--- src/rtl/pc_gen_pkg.sv ---
// pc_gen_pkg: shared types and constants for the fetch-stage PC generator.
//   pc_state_e  : OFF (in reset) -> BOOT (counting boot edges) -> RUN (fetching)
//   STALL_BIT   : index of the stall-vector bit that freezes the PC
//   BRANCH / NOT_BRANCH, CHIP_ENABLE / CHIP_DISABLE : same values as the
//   existing control-unit defines, so both sides agree on encodings.
package pc_gen_pkg;

  typedef enum logic [1:0] {
    ST_OFF  = 2'd0,
    ST_BOOT = 2'd1,
    ST_RUN  = 2'd2
  } pc_state_e;

  localparam int   STALL_BIT    = 0;
  localparam logic BRANCH       = 1'b1;
  localparam logic NOT_BRANCH   = 1'b0;
  localparam logic CHIP_ENABLE  = 1'b1;
  localparam logic CHIP_DISABLE = 1'b0;

endpackage

--- src/rtl/pc_gen_if.sv ---
// pc_gen_if: control/branch inputs and fetch outputs of pc_gen.
//   master : control unit / ID side (drives stall, flush, new_pc, branch)
//   slave  : pc_gen (drives ce, pc, redirect_pending_o)
// With PC_ALIGN_CHECK_EN defined, misalign_o / bad_addr_o are also carried.
interface pc_gen_if #(
  parameter int ADDR_W  = 32,
  parameter int STALL_W = 6
);
  logic [STALL_W-1:0] stall;
  logic               flush;
  logic [ADDR_W-1:0]  new_pc;
  logic               branch_flag_i;
  logic [ADDR_W-1:0]  branch_target_address_i;
  logic               ce;
  logic [ADDR_W-1:0]  pc;
  logic               redirect_pending_o;
`ifdef PC_ALIGN_CHECK_EN
  logic               misalign_o;
  logic [ADDR_W-1:0]  bad_addr_o;
`endif

  modport master (
    output stall, flush, new_pc, branch_flag_i, branch_target_address_i,
    input  ce, pc, redirect_pending_o
`ifdef PC_ALIGN_CHECK_EN
    , input misalign_o, bad_addr_o
`endif
  );

  modport slave (
    input  stall, flush, new_pc, branch_flag_i, branch_target_address_i,
    output ce, pc, redirect_pending_o
`ifdef PC_ALIGN_CHECK_EN
    , output misalign_o, bad_addr_o
`endif
  );
endinterface

--- src/rtl/pc_redirect_hold.sv ---
// pc_redirect_hold: one-entry holding register for a branch resolved while
// fetch is stalled.
//   clk, rst    : clock, synchronous active-low reset
//   i_capture   : load i_target and mark valid (latest capture wins)
//   i_clear     : drop any held target (flush / fresh branch)
//   i_consume   : held target has been loaded into the PC
//   o_valid     : a target is held
//   o_target    : the held target
// Clear/consume win over capture.
module pc_redirect_hold #(
  parameter int ADDR_W = 32
) (
  input  logic              clk,
  input  logic              rst,
  input  logic              i_capture,
  input  logic              i_clear,
  input  logic              i_consume,
  input  logic [ADDR_W-1:0] i_target,
  output logic              o_valid,
  output logic [ADDR_W-1:0] o_target
);
  logic              r_valid;
  logic [ADDR_W-1:0] r_target;

  always_ff @(posedge clk) begin
    if (!rst) begin
      r_valid  <= 1'b0;
      r_target <= '0;
    end else if (i_clear || i_consume) begin
      r_valid  <= 1'b0;
    end else if (i_capture) begin
      r_valid  <= 1'b1;
      r_target <= i_target;
    end
  end

  assign o_valid  = r_valid;
  assign o_target = r_target;
endmodule

--- src/rtl/pc_gen.sv ---
// pc_gen: parametrised fetch-stage program counter.
//   clk  : clock, all state on rising edge
//   rst  : synchronous active-low reset
//   bus  : pc_gen_if.slave -- stall/flush/new_pc/branch in; ce/pc/
//          redirect_pending_o out (+ misalign_o/bad_addr_o with the macro)
// Optional feature macro: PC_ALIGN_CHECK_EN. When defined, misaligned
// redirect targets are loaded as-is and reported; otherwise the low
// log2(STEP) bits of every redirect target are forced to zero.
// All outputs are registered; nothing combinational from inputs to pc/ce.
module pc_gen
  import pc_gen_pkg::*;
#(
  parameter int                ADDR_W      = 32,
  parameter logic [ADDR_W-1:0] RESET_PC    = '0,
  parameter int                STEP        = 4,
  parameter int                STALL_W     = 6,
  parameter int                BOOT_CYCLES = 1
) (
  input  logic     clk,
  input  logic     rst,
  pc_gen_if.slave  bus
);
  localparam logic [ADDR_W-1:0] W_STEP    = ADDR_W'(STEP);
  localparam logic [ADDR_W-1:0] LOW_MASK  = ADDR_W'(STEP - 1);
  localparam logic [3:0]        BOOT_LAST = 4'(BOOT_CYCLES);

  pc_state_e         r_state, w_state_nxt;
  logic [3:0]        r_boot_cnt, w_boot_cnt_nxt;
  logic [ADDR_W-1:0] r_pc, w_pc_nxt;

  logic              w_run, w_stall, w_branch;
  logic [STALL_W-1:0] w_stall_vec;
  logic              w_unused_stall;
  logic [ADDR_W-1:0] w_flush_tgt, w_br_tgt;
  logic              w_load, w_capture, w_clear, w_consume;
  logic [ADDR_W-1:0] w_load_tgt;
  logic              w_pend_vld;
  logic [ADDR_W-1:0] w_pend_tgt;

  // ---------------- boot FSM ----------------
  always_ff @(posedge clk) begin
    if (!rst) begin
      r_state    <= ST_OFF;
      r_boot_cnt <= '0;
    end else begin
      r_state    <= w_state_nxt;
      r_boot_cnt <= w_boot_cnt_nxt;
    end
  end

  always_comb begin
    w_state_nxt    = r_state;
    w_boot_cnt_nxt = r_boot_cnt;
    case (r_state)
      ST_OFF: begin
        // first released edge counts as boot edge #1
        w_boot_cnt_nxt = 4'd1;
        w_state_nxt    = (BOOT_CYCLES <= 1) ? ST_RUN : ST_BOOT;
      end
      ST_BOOT: begin
        w_boot_cnt_nxt = r_boot_cnt + 4'd1;
        if (r_boot_cnt + 4'd1 == BOOT_LAST) w_state_nxt = ST_RUN;
      end
      ST_RUN:  ;
      default: w_state_nxt = ST_OFF;
    endcase
  end

  assign w_run = (r_state == ST_RUN);

  // ---------------- next-PC selection ----------------
  assign w_stall_vec    = bus.stall;
  assign w_unused_stall = ^w_stall_vec;  // only STALL_BIT matters
  assign w_stall        = w_stall_vec[STALL_BIT];
  assign w_branch       = (bus.branch_flag_i == BRANCH);

`ifdef PC_ALIGN_CHECK_EN
  assign w_flush_tgt = bus.new_pc;
  assign w_br_tgt    = bus.branch_target_address_i;
`else
  assign w_flush_tgt = bus.new_pc & ~LOW_MASK;
  assign w_br_tgt    = bus.branch_target_address_i & ~LOW_MASK;
`endif

  always_comb begin
    w_load     = 1'b0;
    w_load_tgt = w_pend_tgt;
    w_capture  = 1'b0;
    w_clear    = 1'b0;
    w_consume  = 1'b0;
    w_pc_nxt   = r_pc;
    // while ce=0 every input is ignored and pc stays at RESET_PC
    if (w_run) begin
      if (bus.flush) begin
        w_load     = 1'b1;
        w_load_tgt = w_flush_tgt;
        w_clear    = 1'b1;
      end else if (w_stall) begin
        w_capture  = w_branch;
      end else if (w_branch) begin
        w_load     = 1'b1;
        w_load_tgt = w_br_tgt;
        w_clear    = 1'b1;
      end else if (w_pend_vld) begin
        w_load     = 1'b1;
        w_consume  = 1'b1;
      end else begin
        w_pc_nxt   = r_pc + W_STEP;  // wraps modulo 2^ADDR_W
      end
      if (w_load) w_pc_nxt = w_load_tgt;
    end
  end

  always_ff @(posedge clk) begin
    if (!rst) r_pc <= RESET_PC;
    else      r_pc <= w_pc_nxt;
  end

  pc_redirect_hold #(.ADDR_W(ADDR_W)) u_hold (
    .clk       (clk),
    .rst       (rst),
    .i_capture (w_capture),
    .i_clear   (w_clear),
    .i_consume (w_consume),
    .i_target  (w_br_tgt),
    .o_valid   (w_pend_vld),
    .o_target  (w_pend_tgt)
  );

`ifdef PC_ALIGN_CHECK_EN
  logic              r_misalign;
  logic [ADDR_W-1:0] r_bad_addr;

  // flagged on the edge the offending target reaches pc, whatever its source
  always_ff @(posedge clk) begin
    if (!rst) begin
      r_misalign <= 1'b0;
      r_bad_addr <= '0;
    end else begin
      r_misalign <= w_load && ((w_load_tgt & LOW_MASK) != '0);
      if (w_load && ((w_load_tgt & LOW_MASK) != '0)) r_bad_addr <= w_load_tgt;
    end
  end

  assign bus.misalign_o = r_misalign;
  assign bus.bad_addr_o = r_bad_addr;
`endif

  assign bus.ce                 = w_run ? CHIP_ENABLE : CHIP_DISABLE;
  assign bus.pc                 = r_pc;
  assign bus.redirect_pending_o = w_pend_vld;
endmodule
--- src/flat_wrapper.sv ---
// flat-port wrapper written by rule: the top's interface ports become plain ports
module pc_gen_flat import pc_gen_pkg::*;
#(
  parameter int                ADDR_W      = 32,
  parameter logic [ADDR_W-1:0] RESET_PC    = '0,
  parameter int                STEP        = 4,
  parameter int                STALL_W     = 6,
  parameter int                BOOT_CYCLES = 1
)
  (clk, rst, bus_stall, bus_flush, bus_new_pc, bus_branch_flag_i, bus_branch_target_address_i, bus_ce, bus_pc, bus_redirect_pending_o);
  pc_gen_if #(.ADDR_W(ADDR_W), .STALL_W(STALL_W)) bus_i ();
  input  logic clk;
  input  logic rst;
  input wire logic [$bits(bus_i.stall)-1:0] bus_stall;
  input wire logic [$bits(bus_i.flush)-1:0] bus_flush;
  input wire logic [$bits(bus_i.new_pc)-1:0] bus_new_pc;
  input wire logic [$bits(bus_i.branch_flag_i)-1:0] bus_branch_flag_i;
  input wire logic [$bits(bus_i.branch_target_address_i)-1:0] bus_branch_target_address_i;
  output wire logic [$bits(bus_i.ce)-1:0] bus_ce;
  output wire logic [$bits(bus_i.pc)-1:0] bus_pc;
  output wire logic [$bits(bus_i.redirect_pending_o)-1:0] bus_redirect_pending_o;
  assign bus_i.stall = bus_stall;
  assign bus_i.flush = bus_flush;
  assign bus_i.new_pc = bus_new_pc;
  assign bus_i.branch_flag_i = bus_branch_flag_i;
  assign bus_i.branch_target_address_i = bus_branch_target_address_i;
  assign bus_ce = bus_i.ce;
  assign bus_pc = bus_i.pc;
  assign bus_redirect_pending_o = bus_i.redirect_pending_o;
  pc_gen #(.ADDR_W(ADDR_W), .RESET_PC(RESET_PC), .STEP(STEP), .STALL_W(STALL_W), .BOOT_CYCLES(BOOT_CYCLES)) u_core (.clk(clk), .rst(rst), .bus(bus_i));
endmodule
--- config.mk ---
export PLATFORM = sky130hd
export DESIGN_NAME = pc_gen_flat
export DESIGN_NICKNAME = d
export VERILOG_FILES = /design/src/rtl/pc_gen_pkg.sv /design/src/rtl/pc_gen_if.sv /design/src/rtl/pc_redirect_hold.sv /design/src/rtl/pc_gen.sv /design/src/flat_wrapper.sv
export SDC_FILE = /design/constraint.sdc
export NUM_CORES = 1
export LEC_CHECK = 0
export ABC_AREA = 1
export BUFFER_PORTS_ARGS = -buffer_cell sky130_fd_sc_hd__buf_2
export CORE_ASPECT_RATIO = 0.75
export CORE_MARGIN = 2
export CORE_UTILIZATION = 50
export CTS_CLUSTER_DIAMETER = 120
export DETAILED_ROUTE_END_ITERATION = 10
export GPL_TIMING_DRIVEN = 0
export PLACE_DENSITY = 0.83
export SLEW_MARGIN = 20
export SYNTH_ARGS = -nofsm -noshare
export SYNTH_HDL_FRONTEND = slang
export SYNTH_SLANG_ARGS = --single-unit
--- constraint.sdc ---
create_clock -name clk -period 1.79 [get_ports clk]
set_input_delay 0.0895 -clock clk [delete_from_list [all_inputs] [get_ports clk]]
set_output_delay 0.0895 -clock clk [all_outputs]
set_load 0.02 [all_outputs]
# Word level (Yosys, flattened, before mapping)
# Index checks and enable logic that the tools add are counted.
[classes] n_addsub=2 reduce_logical=7 muxes=28 bitwise_logic=3 n_eq_ne=8
[ops] op="$mux W32" n=8
[ops] op="$add A32 B3 Y32 const B" n=1
[ops] op="$mux W1" n=17
[ops] op="$ne A2 B1 Y1 const B" n=5
[ops] op="$pmux W4 S2" n=1
[ops] op="$pmux W2 S3" n=1
[ops] op="$reduce_and A5 Y1" n=1
[ops] op="$add A4 B1 Y4 const B" n=1
[ops] op="$eq A4 B1 Y1 const B" n=1
[ops] op="$reduce_and A2 Y1" n=2
[ops] op="$not A1 Y1" n=3
[ops] op="$eq A2 B1 Y1 const B" n=1
[ops] op="$eq A2 B2 Y1 const B" n=1
[ops] op="$logic_not A2 Y1" n=1
[ops] op="$mux W2" n=1
[ops] op="$reduce_bool A2 Y1" n=1
[ops] op="$reduce_or A2 Y1" n=1
[ops] op="$logic_or A1 B1 Y1" n=1
[totals] ff_bits=69 out_inout_bits=34 in_bits=74

# Logic depth before layout (Yosys ltp)
# Gate-level depths: netlist of run 1.
[depth] depth_word=8 ltp_mapped=10 depth_no_buf=10

# Modules after synthesis
# Synthesis of run 1 repeated with hierarchy kept, for this count alone.
[hier_totals] hier_cells=772 hier_area_um2=4499.3
[by_module_without_submodules] mod="pc_gen" area_per_inst_um2=3010.4 seq_area_each_um2=660.6 cells_per_inst=559 n_inst=1
[by_module_without_submodules] mod="pc_redirect_hold" area_per_inst_um2=1488.9 seq_area_each_um2=660.6 cells_per_inst=213 n_inst=1

# Least setup slack after synthesis of run 1
# OpenSTA, ideal clock, no wires.
[synth_timing] path_kind="register to register" start="reg u_core.r_pc[3], in the netlist u_core.bus.pc[3]" end="reg u_core.r_pc[16], in the netlist u_core.bus.pc[16]" path_stages_with_launch=10 t_required_ns=1.720 t_arrival_ns=1.434 setup_ns=0.070 slack_ns=0.286 path_cell_list="dfxtp_1 > ha_1 > nand2_2 > nor2_8 > nand2_2 > nor2_2 > nor2_1 > nor2_1 > nand2_1 > a21oi_1"
[synth_via] elab_chain_len=6
[synth_rtl] item="from (decl)" line="pc_gen.sv:29" source="logic [ADDR_W-1:0] r_pc, w_pc_nxt;"
[synth_rtl] item="from (signal assigned)" line="pc_gen.sv:116" source="else r_pc <= w_pc_nxt;"
[synth_rtl] item="$add A32 B3 Y32" line="pc_gen.sv:108" source="w_pc_nxt = r_pc + W_STEP;"
[synth_rtl] item="$mux W32" line="pc_gen.sv:104" source="end else if (w_pend_vld) begin"
[synth_rtl] item="$mux W32" line="pc_gen.sv:100" source="end else if (w_branch) begin"
[synth_rtl] item="$mux W32" line="pc_gen.sv:98" source="end else if (w_stall) begin"
[synth_rtl] item="$mux W32" line="pc_gen.sv:94" source="if (bus.flush) begin"
[synth_rtl] item="$mux W32" line="pc_gen.sv:110" source="if (w_load) w_pc_nxt = w_load_tgt;"
# No other way between the ends. The select of a mux whose other input is x is not followed.
# A chain may end at the register's enable or synchronous reset.

# Final worst setup path of run 1
[layout_timing] start="reg u_core.r_pc[3], in the netlist u_core.bus.pc[3]" end="reg u_core.r_pc[20], in the netlist u_core.bus.pc[20]"
# The elaborated chain is that of the path after synthesis.

==> metrics.txt, run 1 <==
status finished clean; Post-Layout Cell Count 869; synthesized area 4010 um2; Finished Core Util 61.32%; Root Driver clkbuf_8; routed length per instance 15.43 um; starting density of the core 51.10%; DRC 0; min Tclk post-route 1.597 ns; Worst Path Required 2.03 ns; initial antenna violation count 0; I/O Pins 108; Final ANT Viol Nets 0; sequential area share after synthesis 30.95%; Min Hold Slack 0.004960 ns; headroom to the max-slew limit 64.80%; nets 834; Post-CTS Setup Bufs 0; Final TNS setup 0 ns; H-tree levels 3; Ys Warns 0; max-cap viol count 0; core area 7848 um2; clock buffer depth 2; pin slew with the least headroom to its limit 0.5281 ns; VDD IR-drop max 0.0003424 V; wirelength, routed 13410 um; TritonRoute pass-1 iters 7; Unique masters post-synth 29; power per standard cell area 729.5 nW/um2; endpoints failing setup 0; layout cells sized above 1 21.47%; crit path DAT 1.83 ns; crit end category flop; Inserted Diodes 0; Clk Latency, worst-skew pair 0.35 ns; Avg Vias per Cell 5.707; clock-pin slew on the worst setup and hold paths 0.08 ns; global route overflow 0; critical path startpoint category flop; Area growth syn-to-layout 20.00%; hpwl dp 10290 um; Final Hold Viols 0; total CTS buffers 9; FP Rows 28; unrepaired setup endpoints after global routing no; Leak 2.101 nW; post-placement cell count 852; Final Power 0.003510 W; HP Class in -> reg; first-pass GRT wire length 21110 um; gr usage total 31.19%; final slew viol count 0; Post-Route Skew 0.01072 ns; DIE HEIGHT 81.56 um; # clock sinks 62; Yosys reg bits 62; DIE WIDTH 107.4 um; vias in the first global route 4374; PortBufs 94; DIE AREA 8760 um2; CTS tree done; CP Max Fanout 6; initial DRC count 523; final RePlAce weighted congestion 0.9628; via count 4959; Post-Synthesis Cells 652; Avg Inst Size Synth 6.150 um2; critical path class reg -> reg; Tcrit/Tclk final 89.23%; Max Freq 0.6261 GHz; largest net degree at the start of global routing 11
[stage by stage]
stage | setup WS, ns | area, um2
global route | 0.06713 | 4812
floorplan | 0.2862 | 4014
CTS | 0.1841 | 4807
detailed placement | 0.2098 | 4616
global placement | 0.2892 | 4616
finish | 0.1928 | 4812
[cells in the final DEF, fill, tap and decap left out]
cell type | Yosys | final
nor2_2 | 6 | 5
o211ai_1 | 11 | 11
conb_1 | 1 | 2
nor2_1 | 138 | 138
inv_1 | 39 | 39
xor2_1 | 1 | 1
a31oi_1 | 2 | 2
o21bai_1 | 6 | 6
nand2_1 | 103 | 103
nand3_1 | 71 | 71
a21oi_1 | 66 | 66
o21ai_1 | 3 | 3
clkbuf_1 | 15 | 17
nand2_2 | 7 | 7
buf_4 | 5 | 5
buf_1 | 1 | 1
and2_1 | 2 | 2
dlygate4sd3_1 | 0 | 1
inv_2 | 8 | 8
nor2_8 | 2 | 2
ha_1 | 1 | 1
nor2_4 | 5 | 6
a221oi_1 | 1 | 1
dfxtp_1 | 62 | 62
clkbuf_8 | 0 | 9
bufinv_16 | 0 | 1
nand2_4 | 4 | 4
nand3_2 | 1 | 1
o21ai_0 | 72 | 72
nand3b_1 | 1 | 1
buf_6 | 2 | 2
clkinv_2 | 0 | 4
buf_2 | 16 | 110
[layer usage]
metal  up-vias  part of all wire [%]  track usage, %
li1       2359                     -               -
met1      2267                    42           42.41
met2       306                    43           50.13
met3        27                    12           6.905
met4         0                   2.1           9.103
met5         -                     0               0
[kinds of logic (layout without fill, tap and decap cells)]
family          count (synthesis)  after routing  synth area share, %
compound gates                161            161                21.31
xor+xnor                        1              1               0.2184
fa+ha+maj                       1              1               0.3120
buf+inv                        86            197                9.392
flops                          62             62                30.95
other cells                     1              2              0.09351
simple gates                  340            340                37.72
[critical path, cell delays in order (launching register included)]
cell and delay, ns:
dfxtp_1 0.40, ha_1 0.22, nand2_2 0.11, nor2_8 0.16, nand3_1 0.18, nor2_1 0.16
nand2_1 0.08, nand3_1 0.09, a21oi_1 0.07
[power breakdown]
group | leakage, nW | internal [W] | switching [W]
Combinational | 1.50 | 0.000266 | 0.000477
Clock | 0.0968 | 0.000635 | 0.000582
Sequential | 0.508 | 0.00146 | 0.0000924
[sequential cells by signal, summed over array words and instances (netlist names)]
signal,flops
u_core.bus.pc,30
u_core.u_hold.o_target,30
u_core.r_state,1
u_core.u_hold.o_valid,1
[timing repair]
action                                  CTS  global route
hold endpoints to repair                  1             0
resized for setup                         0             1
hold buffers                              1             0
endpoints found under the setup margin    0             1
[cell usage after synthesis]
| master | instances | area (um2) |
|---|---|---|
| nor2_2 | 6 | 37.54 |
| nand2_4 | 4 | 45.04 |
| o211ai_1 | 11 | 82.58 |
| nor2_8 | 2 | 40.04 |
| nand2_2 | 7 | 43.79 |
| nor2_4 | 5 | 56.30 |
| o21bai_1 | 6 | 45.04 |
| buf_4 | 5 | 37.54 |
| nand2_1 | 103 | 386.6 |
| a21oi_1 | 66 | 330.3 |
| clkbuf_1 | 15 | 56.30 |
| nor2_1 | 138 | 518.0 |
| inv_1 | 39 | 146.4 |
| buf_6 | 2 | 22.52 |
| ha_1 | 1 | 12.51 |
| dfxtp_1 | 62 | 1241 |
| buf_1 | 1 | 3.750 |
| nand3_1 | 71 | 355.3 |
| and2_1 | 2 | 12.51 |
| inv_2 | 8 | 30.03 |
| o21ai_0 | 72 | 360.4 |
| o21ai_1 | 3 | 15.01 |
| xor2_1 | 1 | 8.760 |
| a31oi_1 | 2 | 12.51 |
| conb_1 | 1 | 3.750 |
| buf_2 | 16 | 80.08 |
| nand3b_1 | 1 | 7.510 |
| nand3_2 | 1 | 10.01 |
| a221oi_1 | 1 | 8.760 |
[area by class of cell]
class                           instances  area, um2
Inverter                               47      176.4
Clock inverter                          5      50.05
Clock buffer                           11      131.4
Multi-Input combinational cell        505       2401
Fill cell                             767       3035
Timing Repair Buffer                   95      480.5
Tap cell                              105      131.4
Buffer                                 39      200.2
Sequential cell                        62       1241
[worst paths after layout]
check | from | to | slack (ns) | cells past startpoint
worst max-delay path | u_core.bus.pc[3] | u_core.bus.pc[20] | 0.19 | 8
worst min register to register | u_core.u_hold.o_target[8] | u_core.u_hold.o_target[8] | 0.47 | 2
worst min-delay path | bus_branch_target_address_i[2] | u_core.u_hold.o_target[2] | 0.005 | 3
worst max register to register | u_core.bus.pc[3] | u_core.bus.pc[20] | 0.19 | 8
No activity file was read; power rests on OpenSTA's default activity.
==> run 2, diff against run 1 <==
Settings changed: CORE_ASPECT_RATIO 0.75 to 2, CORE_MARGIN 2 to 3, TNS_END_PERCENT set to 30.
==> run 2 against run 1 <==
Effect of this change: register-to-register slack better by 0.04 ns; critical path depth up 1; clock power increased by 36%; sequential share of layout area shrank 0.43 points; sequential cell count unchanged; final cell count shrank 1.3%; clock skew fell by 0.0039 ns; first-iteration DRC count fell by 15%; critical endpoint is now u_core.bus.pc[24]; largest power group is now clock.
==> metrics.txt, run 2 (synthesis results as in run 1) <==
status finished clean; final instance area 4893 um2; wirelength, routed 13570 um; routed length per instance 15.81 um; max-cap viol count 0; Inserted Diodes 0; vias in the first global route 4711; initial antenna violation count 0; power per standard cell area 807.5 nW/um2; Hold EP u_core.u_hold.o_target[13]; Reg2Reg Setup Slack 0.23 ns; Final Hold Viols 0; # clock sinks 62; Final Power 0.003951 W; Final ANT Viol Nets 0; initial DRC count 445; reg2reg path depth 9; TritonRoute pass-1 iters 5; clock buffer depth 2; commonest non-fill, non-tap cell in the layout nor2_1; reg2reg start u_core.bus.pc[3]; clock-pin slew on the worst setup and hold paths 0.05 ns; VDD IR-drop max 0.0007600 V; Avg Vias per Cell 5.682; Finished Core Util 63.44%; final slew viol count 0; global route overflow 0; Max stage delay on crit path 0.37 ns; Buf/Inv on CP 0; Worst Hold Depth 3; critical path class reg -> reg; r2r endpoint u_core.bus.pc[24]; layout cells sized above 1 21.20%; crit path DAT 1.82 ns; hpwl dp 10560 um; crit-path cells ha_1 -> nand2_2 -> nor2_8 -> nand2_2 -> nor2_2 -> nand2_1 -> nand2_1 -> nand3_1 -> a21oi_1; Final TNS setup 0 ns; Tcrit/Tclk final 87.00%; I/O Pins 108; total CTS buffers 9; crit end category flop; core area 7714 um2; Leak 2.141 nW; H-tree levels 3; FP Rows 45; DRC 0; unrepaired setup endpoints after global routing no; PortBufs 94; placed cell areas 4602 um2; endpoints failing setup 0; DIE AREA 9196 um2; pin slew with the least headroom to its limit 0.5378 ns; first-pass GRT wire length 22250 um; Worst Path Required 2.05 ns; min Tclk post-route 1.557 ns; headroom to the max-slew limit 64.15%; Max Freq 0.6422 GHz; gr usage total 30.05%; Root Driver clkbuf_16; PostCTS Resize Cnt 0; via count 4875; largest net degree at the start of global routing 11; critical path startpoint category flop; Area growth syn-to-layout 22.03%; cell family with most CP delay simple AND/OR/NAND/NOR gates; final RePlAce weighted congestion 0.9273; DIE HEIGHT 132.7 um; hold wc startpoint bus_branch_target_address_i[13]; CTS tree done; Post-Route Skew 0.006798 ns; CP max stage cell dfxtp_1; Clk Latency, worst-skew pair 0.34 ns; DIE WIDTH 69.33 um; HP Class in -> reg; starting density of the core 51.99%; nets 834; CP Max Fanout 6; most frequent cells in the layout nor2_1, buf_2, nand2_1
==> run 2: cell types whose count changed in the layout (fill, tap and decap cells not counted), sizes merged <==
cell | before | now
bufinv | 1 | 0
clkbuf | 26 | 31
clkinv | 4 | 0
==> run 2: worst max-delay path by stage <==
| stage | slack (ns) | to | from | cells past startpoint |
|---|---|---|---|---|
| floorplan | 0.29 | u_core.bus.pc[16] | u_core.bus.pc[3] | 9 |
| global placement | 0.28 | u_core.bus.pc[24] | u_core.bus.pc[3] | 9 |
| detailed placement | 0.26 | u_core.bus.pc[24] | u_core.bus.pc[3] | 9 |
| CTS | 0.23 | u_core.bus.pc[24] | u_core.bus.pc[3] | 9 |
| global route | 0.08 | u_core.bus.pc[31] | u_core.bus.pc[18] | 8 |
| finish | 0.23 | u_core.bus.pc[24] | u_core.bus.pc[3] | 9 |
==> run 2: power by group <==
group | switching, W | internal [W]
combinational | 0.000475 | 0.000266
sequential | 0.0000926 | 0.00146
clock | 0.000604 | 0.00105
==> run 2: through the flow <==
step | setup slack (ns) | std cells | hold WS [ns]
after floorplan | 0.2862 | 653 | 0.1799
after global routing | 0.07911 | 858 | 0.04591
after global placement | 0.2785 | 841 | 0.1860
final | 0.2328 | 858 | 0.03000
after CTS | 0.2331 | 858 | 0.02664
after detailed placement | 0.2585 | 841 | 0.1917
==> run 2: routing by layer <==
metal / vias up / track usage, % / wire length [um]
li1: 2359 / - / -
met1: 2165 / 31.91 / 4825
met2: 280 / 51.81 / 6959
met3: 71 / 5.551 / 843
met4: 0 / 22.17 / 937
met5: - / 0 / 0
==> run 2: timing repair <==
item	4_1_cts	5_1_grt
hold buffers	1	0
buffers inserted	0	0
hold endpoints to repair	1	0
endpoints found under the setup margin	0	0
==> run 2: tightest hold or removal path: stages <==
cell and delay (ns):
buf_2 0.09, o21ai_0 0.07, nor2_1 0.08
==> run 2: area by class of cell <==
type	instances	area [um2]
clock buffers	16	281.5
well taps	94	117.6
inverters	47	176.4
plain buffers	39	200.2
multi-input cells	505	2396
flip-flops and latches	62	1241
repair buffers	95	480.5
fillers	753	2820
==> run 3, diff against run 2 <==
Settings changed: ABC_AREA 1 to 0.
==> run 3 against run 2 <==
Effect of this change: the flow now finishes with violations (negative setup slack); utilization grew 4.2 points; routed wire length decreased by 5.3%; clock skew increased by 0.0017 ns; die area down 6.9%; clock power barely moved; via count shrank 10%; area after synthesis shrank 7.4%; synthesized cell count shrank 25%; design area down 1.9%; critical path type unchanged; largest cell class unchanged; largest power group unchanged.
==> metrics.txt, run 3 <==
critical path startpoint category flop; fin worst setup slack -0.01136 ns; status finished with violations; H-tree levels 3; I/O Pins 108; Worst Path Required 1.98 ns; initial DRC count 557; most frequent cell after synthesis nand2_1; hpwl dp 9508 um; crit end category flop; Final ANT Viol Nets 0; Yosys top cell area share 33.41%; dpl ws -0.2208 ns; final RePlAce weighted congestion 0.9399; crit-path cells and2_1 -> buf_2 -> clkbuf_1 -> o21ai_0 -> nand2_1 -> a21oi_1; Max Freq 0.5551 GHz; Root Driver clkbuf_16; global route overflow 0; Inserted Diodes 0; clock buffer depth 2; VDD IR-drop max 0.0007298 V; synthesized area 3715 um2; Post-synth top flop dfxtp_1; crit path DAT 1.99 ns; Tcrit/Tclk final 100.6%; routed length per instance 18.32 um; Post-synth EDFFs 0; endpoints failing setup 1; total CTS buffers 9; TritonRoute pass-1 iters 6; Clk Latency, worst-skew pair 0.33 ns; post-synth top area cell dfxtp_1; Avg Inst Size Synth 7.581 um2; critical path class reg -> reg; Post-Route Skew 0.008498 ns; largest net degree at the start of global routing 11; Post-Synthesis Cells 490; min Tclk post-route 1.801 ns; layout cells sized above 1 30.28%; Buf/Inv on CP 2; Unique masters post-synth 61; max-cap viol count 0; gr usage total 30.29%; Finished Core Util 67.62%; Area growth syn-to-layout 29.27%; Synth top cells by count nand2_1, dfxtp_1, a21oi_1; PortBufs 94; violated checks negative setup slack; CP max stage cell clkbuf_1; nets 681; unrepaired setup endpoints after global routing yes; headroom to the max-slew limit 58.83%; DRC 0; power per standard cell area 791.5 nW/um2; Ys Warns 0; CP Max Fanout 10; DIE WIDTH 66.95 um; clock-pin slew on the worst setup and hold paths 0.05 ns; vias in the first global route 4058; Leak 1.950 nW; DIE AREA 8563 um2; HP Class in -> reg; Max stage delay on crit path 0.46 ns; DIE HEIGHT 127.9 um; most frequent cells in the layout nand2_1, buf_2, a21oi_1; FP Rows 43; FFs w/ async S/R, synth 0%; Avg Vias per Cell 6.241; wirelength, routed 12840 um; sequential area share after synthesis 33.41%; Worst Hold Depth 2; reg2reg path depth 6; final slew viol count 0; core area 7102 um2; initial antenna violation count 0; first-pass GRT wire length 19630 um; via count 4375; # clock sinks 62; Final TNS setup -0.01136 ns; CTS tree done; cell family with most CP delay buffers and inverters; top post-synthesis cells by area dfxtp_1, nand2_1, a21oi_1, mux2i_1, o21ai_0; Final Hold Viols 0; Yosys reg bits 62; Stages on worst setup path 6; starting density of the core 52.31%; pin slew with the least headroom to its limit 0.6175 ns; commonest non-fill, non-tap cell in the layout nand2_1
-- run 3: logic make-up (layout without fill, tap and decap cells) --
| group | after synthesis | count (layout) | share of synthesized area [%] |
|---|---|---|---|
| AO/OA/AOI/OAI | 144 | 144 | 23.00 |
| adder cells (fa/ha/maj) | 1 | 1 | 0.3368 |
| flip-flops | 62 | 62 | 33.41 |
| buffers and inverters | 46 | 166 | 5.557 |
| AND/OR/NAND/NOR | 202 | 202 | 28.12 |
| multiplexers | 34 | 34 | 9.464 |
| other | 1 | 2 | 0.1009 |
-- run 3: path summary, 6_finish.rpt --
kind | startpoint | end | slack, ns
setup / recovery | u_core.r_state[1] | u_core.bus.pc[10] | -0.01
hold / removal | rst | u_core.r_state[1] | 0.007
setup reg to reg | u_core.r_state[1] | u_core.bus.pc[10] | -0.01
hold reg to reg | u_core.u_hold.o_target[6] | u_core.u_hold.o_target[6] | 0.46
-- run 3: through the flow --
stage	power, W	hold WS, ns	std cells	instance area [um2]
finish	0.003801	0.006536	701	4802
global route	0.003919	0.01982	701	4802
CTS	0.003778	0.002370	694	4682
detailed placement	0.002154	0.3475	675	4335
global placement	0.002141	0.3414	675	4335
floorplan	0.001907	0.1799	491	3752
-- run 3: what timing repair did --
item	in CTS	in global routing
hold buffers	0	0
setup endpoints to repair	23	26
gates resized for setup	11	31
pin swaps	2	7
buffers inserted	4	7
-- run 3: cell type report --
| type | instances | area, um2 |
|---|---|---|
| sequential | 62 | 1289 |
| multi-input combinational | 383 | 2331 |
| clock buffer | 16 | 281.5 |
| inverter | 5 | 21.27 |
| fill | 625 | 2300 |
| timing repair buffer | 105 | 556.8 |
| tap | 90 | 112.6 |
| buffer | 40 | 210.2 |
-- run 3: report_power, final --
| group | switching [W] | total [W] | internal [W] | leakage (nW) |
|---|---|---|---|---|
| registers | 0.0000868 | 0.00153 | 0.00144 | 0.516 |
| clock network | 0.000586 | 0.00164 | 0.00105 | 0.137 |
| logic | 0.000388 | 0.000635 | 0.000246 | 1.30 |
-- run 3: routing by layer --
layer	share of wire [%]	vias up	GRT usage (%)	routed length (um)
li1	-	2024	-	-
met5	0	-	0	0
met4	5.3	0	19.74	679
met1	35	2003	33.48	4454
met3	8.7	58	4.386	1115
met2	51	290	52.05	6591
